===== src/rtl/life_gen_sched_if.sv =====
// Row-RAM port shared between the generation sequencer and the dual-bank board RAM.
// The sequencer drives as master; the RAM/arbiter side is the slave.
interface life_gen_sched_if #(
    parameter int COLS = 40,
    parameter int AW   = 5
);
    logic            mem_req;
    logic            mem_gnt;
    logic            rd_en;
    logic [AW-1:0]   rd_addr;
    logic [COLS-1:0] rd_data;
    logic            wr_en;
    logic [AW-1:0]   wr_addr;
    logic [COLS-1:0] wr_data;
    logic            rd_bank;

    modport master (
        output mem_req, rd_en, rd_addr, wr_en, wr_addr, wr_data, rd_bank,
        input  mem_gnt, rd_data
    );

    modport slave (
        input  mem_req, rd_en, rd_addr, wr_en, wr_addr, wr_data, rd_bank,
        output mem_gnt, rd_data
    );
endinterface


===== src/rtl/life_gen_sched.sv =====
// Runs one Game-of-Life generation: streams source rows through an above/cur/below
// window, writes each next-state row to the opposite bank, then flips banks.
module life_gen_sched #(
    parameter int COLS = 40,
    parameter int ROWS = 30,
    parameter int AW   = 5
) (
    input  logic             clk,
    input  logic             reset_n,
    input  logic             start,
    life_gen_sched_if.master mem,
    output logic             busy,
    output logic             done,
    output logic [15:0]      gen_count
);

    typedef enum logic [2:0] {IDLE, RD, CAP, WR, SWAP} state_t;

    localparam logic [AW-1:0] LAST = AW'(ROWS);

    state_t          state_q;
    logic [AW-1:0]   p_q;
    logic [COLS-1:0] above_q, cur_q, below_q;
    logic            rd_bank_q;
    logic            done_q;
    logic [15:0]     gen_q;

    logic            in_grid;
    logic [COLS-1:0] wr_row_d;
    logic [COLS+1:0] a_pad, c_pad, b_pad;
    logic [3:0]      cnt;

    assign in_grid = (p_q < LAST);

    // Zero padding on both ends models the dead cells beyond the left/right edges.
    assign a_pad = {1'b0, above_q, 1'b0};
    assign c_pad = {1'b0, cur_q,   1'b0};
    assign b_pad = {1'b0, below_q, 1'b0};

    always_comb begin
        wr_row_d = '0;
        cnt      = '0;
        for (int j = 0; j < COLS; j++) begin
            cnt = {3'b0, a_pad[j]} + {3'b0, a_pad[j+1]} + {3'b0, a_pad[j+2]}
                + {3'b0, c_pad[j]}                      + {3'b0, c_pad[j+2]}
                + {3'b0, b_pad[j]} + {3'b0, b_pad[j+1]} + {3'b0, b_pad[j+2]};
            wr_row_d[j] = (cnt == 4'd3) || (cur_q[j] && (cnt == 4'd2));
        end
    end

    always_ff @(posedge clk or negedge reset_n) begin
        if (!reset_n) begin
            state_q   <= IDLE;
            p_q       <= '0;
            above_q   <= '0;
            cur_q     <= '0;
            below_q   <= '0;
            rd_bank_q <= 1'b0;
            done_q    <= 1'b0;
            gen_q     <= '0;
        end else begin
            done_q <= 1'b0;
            case (state_q)
                IDLE: if (start) begin
                    above_q <= '0;
                    cur_q   <= '0;
                    below_q <= '0;
                    p_q     <= '0;
                    state_q <= RD;
                end
                RD: if (!in_grid || mem.mem_gnt) state_q <= CAP;
                CAP: begin
                    above_q <= cur_q;
                    cur_q   <= below_q;
                    below_q <= in_grid ? mem.rd_data : '0;
                    // Row 0 only primes the window; nothing to write yet.
                    if (p_q != '0) begin
                        state_q <= WR;
                    end else begin
                        p_q     <= p_q + AW'(1);
                        state_q <= RD;
                    end
                end
                WR: if (mem.mem_gnt) begin
                    if (p_q == LAST) begin
                        state_q <= SWAP;
                    end else begin
                        p_q     <= p_q + AW'(1);
                        state_q <= RD;
                    end
                end
                SWAP: begin
                    rd_bank_q <= ~rd_bank_q;
                    gen_q     <= gen_q + 16'd1;
                    done_q    <= 1'b1;
                    state_q   <= IDLE;
                end
                default: state_q <= IDLE;
            endcase
        end
    end

    // Strobes follow the grant combinationally so a granted cycle is never wasted.
    assign mem.mem_req = ((state_q == RD) && in_grid) || (state_q == WR);
    assign mem.rd_en   = (state_q == RD) && in_grid && mem.mem_gnt;
    assign mem.rd_addr = p_q;
    assign mem.wr_en   = (state_q == WR) && mem.mem_gnt;
    assign mem.wr_addr = p_q - AW'(1);
    assign mem.wr_data = wr_row_d;
    assign mem.rd_bank = rd_bank_q;

    assign busy      = (state_q != IDLE);
    assign done      = done_q;
    assign gen_count = gen_q;

endmodule


===== src/flat_wrapper.sv =====
// flat-port wrapper written by rule: the top's interface ports become plain ports
module life_gen_sched_flat 
#(
    parameter int COLS = 40,
    parameter int ROWS = 30,
    parameter int AW   = 5
)
  (clk, reset_n, start, busy, done, gen_count, mem_mem_req, mem_rd_en, mem_rd_addr, mem_wr_en, mem_wr_addr, mem_wr_data, mem_rd_bank, mem_mem_gnt, mem_rd_data);
  life_gen_sched_if #(.COLS(COLS), .AW(AW)) mem_i ();
  input  logic clk;
  input  logic reset_n;
  input  logic start;
  output logic busy;
  output logic done;
  output logic [15:0] gen_count;
  output wire logic [$bits(mem_i.mem_req)-1:0] mem_mem_req;
  output wire logic [$bits(mem_i.rd_en)-1:0] mem_rd_en;
  output wire logic [$bits(mem_i.rd_addr)-1:0] mem_rd_addr;
  output wire logic [$bits(mem_i.wr_en)-1:0] mem_wr_en;
  output wire logic [$bits(mem_i.wr_addr)-1:0] mem_wr_addr;
  output wire logic [$bits(mem_i.wr_data)-1:0] mem_wr_data;
  output wire logic [$bits(mem_i.rd_bank)-1:0] mem_rd_bank;
  input wire logic [$bits(mem_i.mem_gnt)-1:0] mem_mem_gnt;
  input wire logic [$bits(mem_i.rd_data)-1:0] mem_rd_data;
  assign mem_mem_req = mem_i.mem_req;
  assign mem_rd_en = mem_i.rd_en;
  assign mem_rd_addr = mem_i.rd_addr;
  assign mem_wr_en = mem_i.wr_en;
  assign mem_wr_addr = mem_i.wr_addr;
  assign mem_wr_data = mem_i.wr_data;
  assign mem_rd_bank = mem_i.rd_bank;
  assign mem_i.mem_gnt = mem_mem_gnt;
  assign mem_i.rd_data = mem_rd_data;
  life_gen_sched #(.COLS(COLS), .ROWS(ROWS), .AW(AW)) u_core (.clk(clk), .reset_n(reset_n), .start(start), .mem(mem_i), .busy(busy), .done(done), .gen_count(gen_count));
endmodule

===== config.mk =====
export PLATFORM = sky130hd
export DESIGN_NAME = life_gen_sched_flat
export DESIGN_NICKNAME = d
export VERILOG_FILES = /design/src/rtl/life_gen_sched_if.sv /design/src/rtl/life_gen_sched.sv /design/src/flat_wrapper.sv
export SDC_FILE = /design/constraint.sdc
export NUM_CORES = 1
export LEC_CHECK = 0
export ABC_AREA = 1
export CORE_MARGIN = 2
export CORE_UTILIZATION = 65
export CTS_CLUSTER_SIZE = 16
export DETAILED_ROUTE_END_ITERATION = 8
export DONT_BUFFER_PORTS = 1
export GPL_TIMING_DRIVEN = 0
export PLACE_DENSITY = 0.85
export SYNTH_ARGS = -nofsm -noshare
export SYNTH_HDL_FRONTEND = slang
export SYNTH_SLANG_ARGS = --single-unit

===== constraint.sdc =====
create_clock -name clk -period 7.22 [get_ports clk]
set_input_delay 0 -clock clk [delete_from_list [all_inputs] [get_ports clk]]
set_output_delay 0 -clock clk [all_outputs]
set_load 0.05 [all_outputs]

==> reports/summary.txt <==
share of cells above drive strength 1 = 0.0639
diodes inserted = 0
Fin Setup TNS = 0 ns
RSZ-0062 raised after global routing = no
Mapped Area = 12800 sq um
Register Area = 3650 sq um
sequential cell area fraction in the yosys report = 0.286
worst skew pair latency = 0.43 ns
Fillers = 1364
GRT Residual Overflow = 0
Main synth FF type = dfrtp_1
CP Class = flip-flop to output port
post-CTS setup buffer count = 0
Synth Instances = 1362
GRT Overall Usage = 0.295
min cycle time layout = 4.24 ns
Area Growth Syn to Fin = 10.6%
Cell Rows = 51
CP peak stage delay = 0.86 ns
RePlAce Congestion = 0.846
Placed Area = 13100 sq um
worst-path cell chain = ha_1 -> inv_1 -> fa_1 -> fa_1 -> inv_1 -> fa_1 -> inv_1 -> fa_1 -> nor2_1 -> o21ai_0 -> a21oi_1
Tcrit/Tclk final = 0.587
number of distinct library cells after synthesis = 33
htree depth = 4
# resized after CTS = 0
vias in the first global route = 10000
most frequent cell on the critical path = fa_1
most common cell in the synthesized netlist = inv_1
final hold viol count = 0
drt via density = 5.60
slowest CP cell = a21oi_1
largest net degree at the start of global routing = 147
Mapped Nets = 1685
fin area = 14100 sq um
Final ANT Viol Nets = 0
CTS tree = yes
Remaining DRCs = 0
global-route wire length before repair = 47900 um
max-cap violations = 0
Synth Area per Inst = 9.38 sq um
Final Util = 0.728
Post-synth top cells = inv_1 (406), fa_1 (157), dfrtp_1 (146)
Root Driver = clkbuf_16
CP arrival = 4.24 ns
NumNets Final = 1749
Critical Path RT = 7.22 ns
fmax = 236 MHz
DRT iter0 DRCs = 578
Die Wd = 144 um
total wire length = 28600 um
Max FO, Critical Path = 3
number of CTS-inserted buffers = 17
I/O pin cnt = 116
drt pass-1 iters = 5
endpoints failing setup = 0
synth warn = 0
clk buf depth = 2
Die Footprint = 20800 sq um
CP Launch Type = flip-flop
ys async rst share = 1.00
initial antenna violation count = 0
outcome = complete, no violations
Multi-input gate area = 7370 sq um
placement-stage worst setup slack = 3.51 ns
CORE AREA = 19400 sq um
vias post-DR = 9544
CTS clk-pin slew, worst paths = 0.06 ns
Die Height = 144 um
Port Buffer Count = 0
Slew headroom = 0.209
max-slew violations = 0
Slew @ Worst Pin = 1.19 ns
synthesis-stage register bit count = 146
largest area contributor in the netlist = dfrtp_1
routed len/inst = 16.8 um
worst setup margin = 2.98 ns
crit end category = output port
post-route clock skew = 0.00783 ns
hpwl dp = 21000 um
top-area cell type share of the netlist area = 0.286
reg2reg setup slack = 4.22 ns
Hold Buf Count CTS = 45
ranking of synthesized cells by area = dfrtp_1 (29%), fa_1 (25%), ha_1 (12%)
hold crit path type = input port to flip-flop
Initial Utilization = 0.658
number of synthesized flops with an enable pin = 0
total clock sinks = 146
layout by cell type (no fill, tap or decap), types with 2 or more instances in the layout:
cell / n
xor2_1: 8
dfrtp_1: 146
clkinv_2: 2
clkbuf_8: 3
buf_6: 11
nor2_4: 6
dlygate4sd3_1: 44
xnor2_1: 4
a31o_2: 16
nand3_1: 49
buf_2: 13
a211oi_1: 2
fa_1: 157
clkinvlp_4: 7
nand3b_1: 4
nor3_1: 2
a211o_1: 21
ha_1: 122
nor2_1: 69
inv_6: 2
inv_2: 4
nand2_2: 4
clkbuf_1: 6
nor2_2: 2
o211ai_1: 16
o22ai_1: 80
nand2_1: 94
o21ai_0: 73
a21oi_1: 40
clkbuf_16: 17
inv_1: 406
metrics by stage:
step	hold WS [ns]	std cells
final	0.0586	1704
after global routing	0.0956	1704
after CTS	0.0535	1704
after detailed placement	-0.293	1627
after global placement	-0.291	1627
after floorplan	-0.296	1362
state kept, by name, summed over array words and instances, names as in the netlist:
signal and count:
u_core.state_q 3, u_core.cur_q 40, u_core.above_q 40, u_core.below_q 40
u_core.mem.rd_addr 5, u_core.mem.rd_bank 1, u_core.done 1, u_core.gen_count 16
cells by family after synthesis:
kind of cell | synth area share
XOR/XNOR | 0.00823
AO/OA/AOI/OAI | 0.121
AND/OR/NAND/NOR | 0.0817
buffers and inverters | 0.137
adder cells (fa/ha/maj) | 0.366
flip-flops | 0.286
per-layer routing:
layer / vias up / routed length, um / track usage
li1: 4388 / - / -
met1: 4763 / 11800 / 0.379
met2: 307 / 14300 / 0.502
met3: 86 / 1570 / 0.0576
met4: 0 / 940 / 0.113
met5: - / 0 / 0
worst max-delay path: cells and delay by family, from the launching register on:
kind | cells | cell delay, ns
fa+ha+maj | 5 | 2.09
compound gates | 2 | 0.94
flops | 1 | 0.43
buf+inv | 3 | 0.22
simple gates | 1 | 0.11
path summary, 6_finish.rpt:
check / startpoint / end / depth (start not counted)
setup / recovery: u_core.above_q[14] / mem_wr_data[14] / 11
hold / removal: mem_mem_gnt / u_core.mem.rd_addr[3] / 5
setup reg to reg: u_core.mem.rd_addr[2] / u_core.state_q[1] / 10
min in group asynchronous: reset_n / u_core.below_q[32] / 2
max in group asynchronous: reset_n / u_core.cur_q[18] / 2
hold reg to reg: u_core.cur_q[39] / u_core.cur_q[39] / 2
cell type report:
type,count,share of cell area
multi-input combinational,776,0.522
timing repair buffer,45,0.0331
buffer,30,0.0150
clock buffer,21,0.0333
inverter,410,0.109
sequential,146,0.259
tap,265,0.0235
clock inverter,11,0.00567
Power is left out: the tool's default activity adds up to more than one toggle a clock period on the data nets, which glitch-free logic cannot reach.
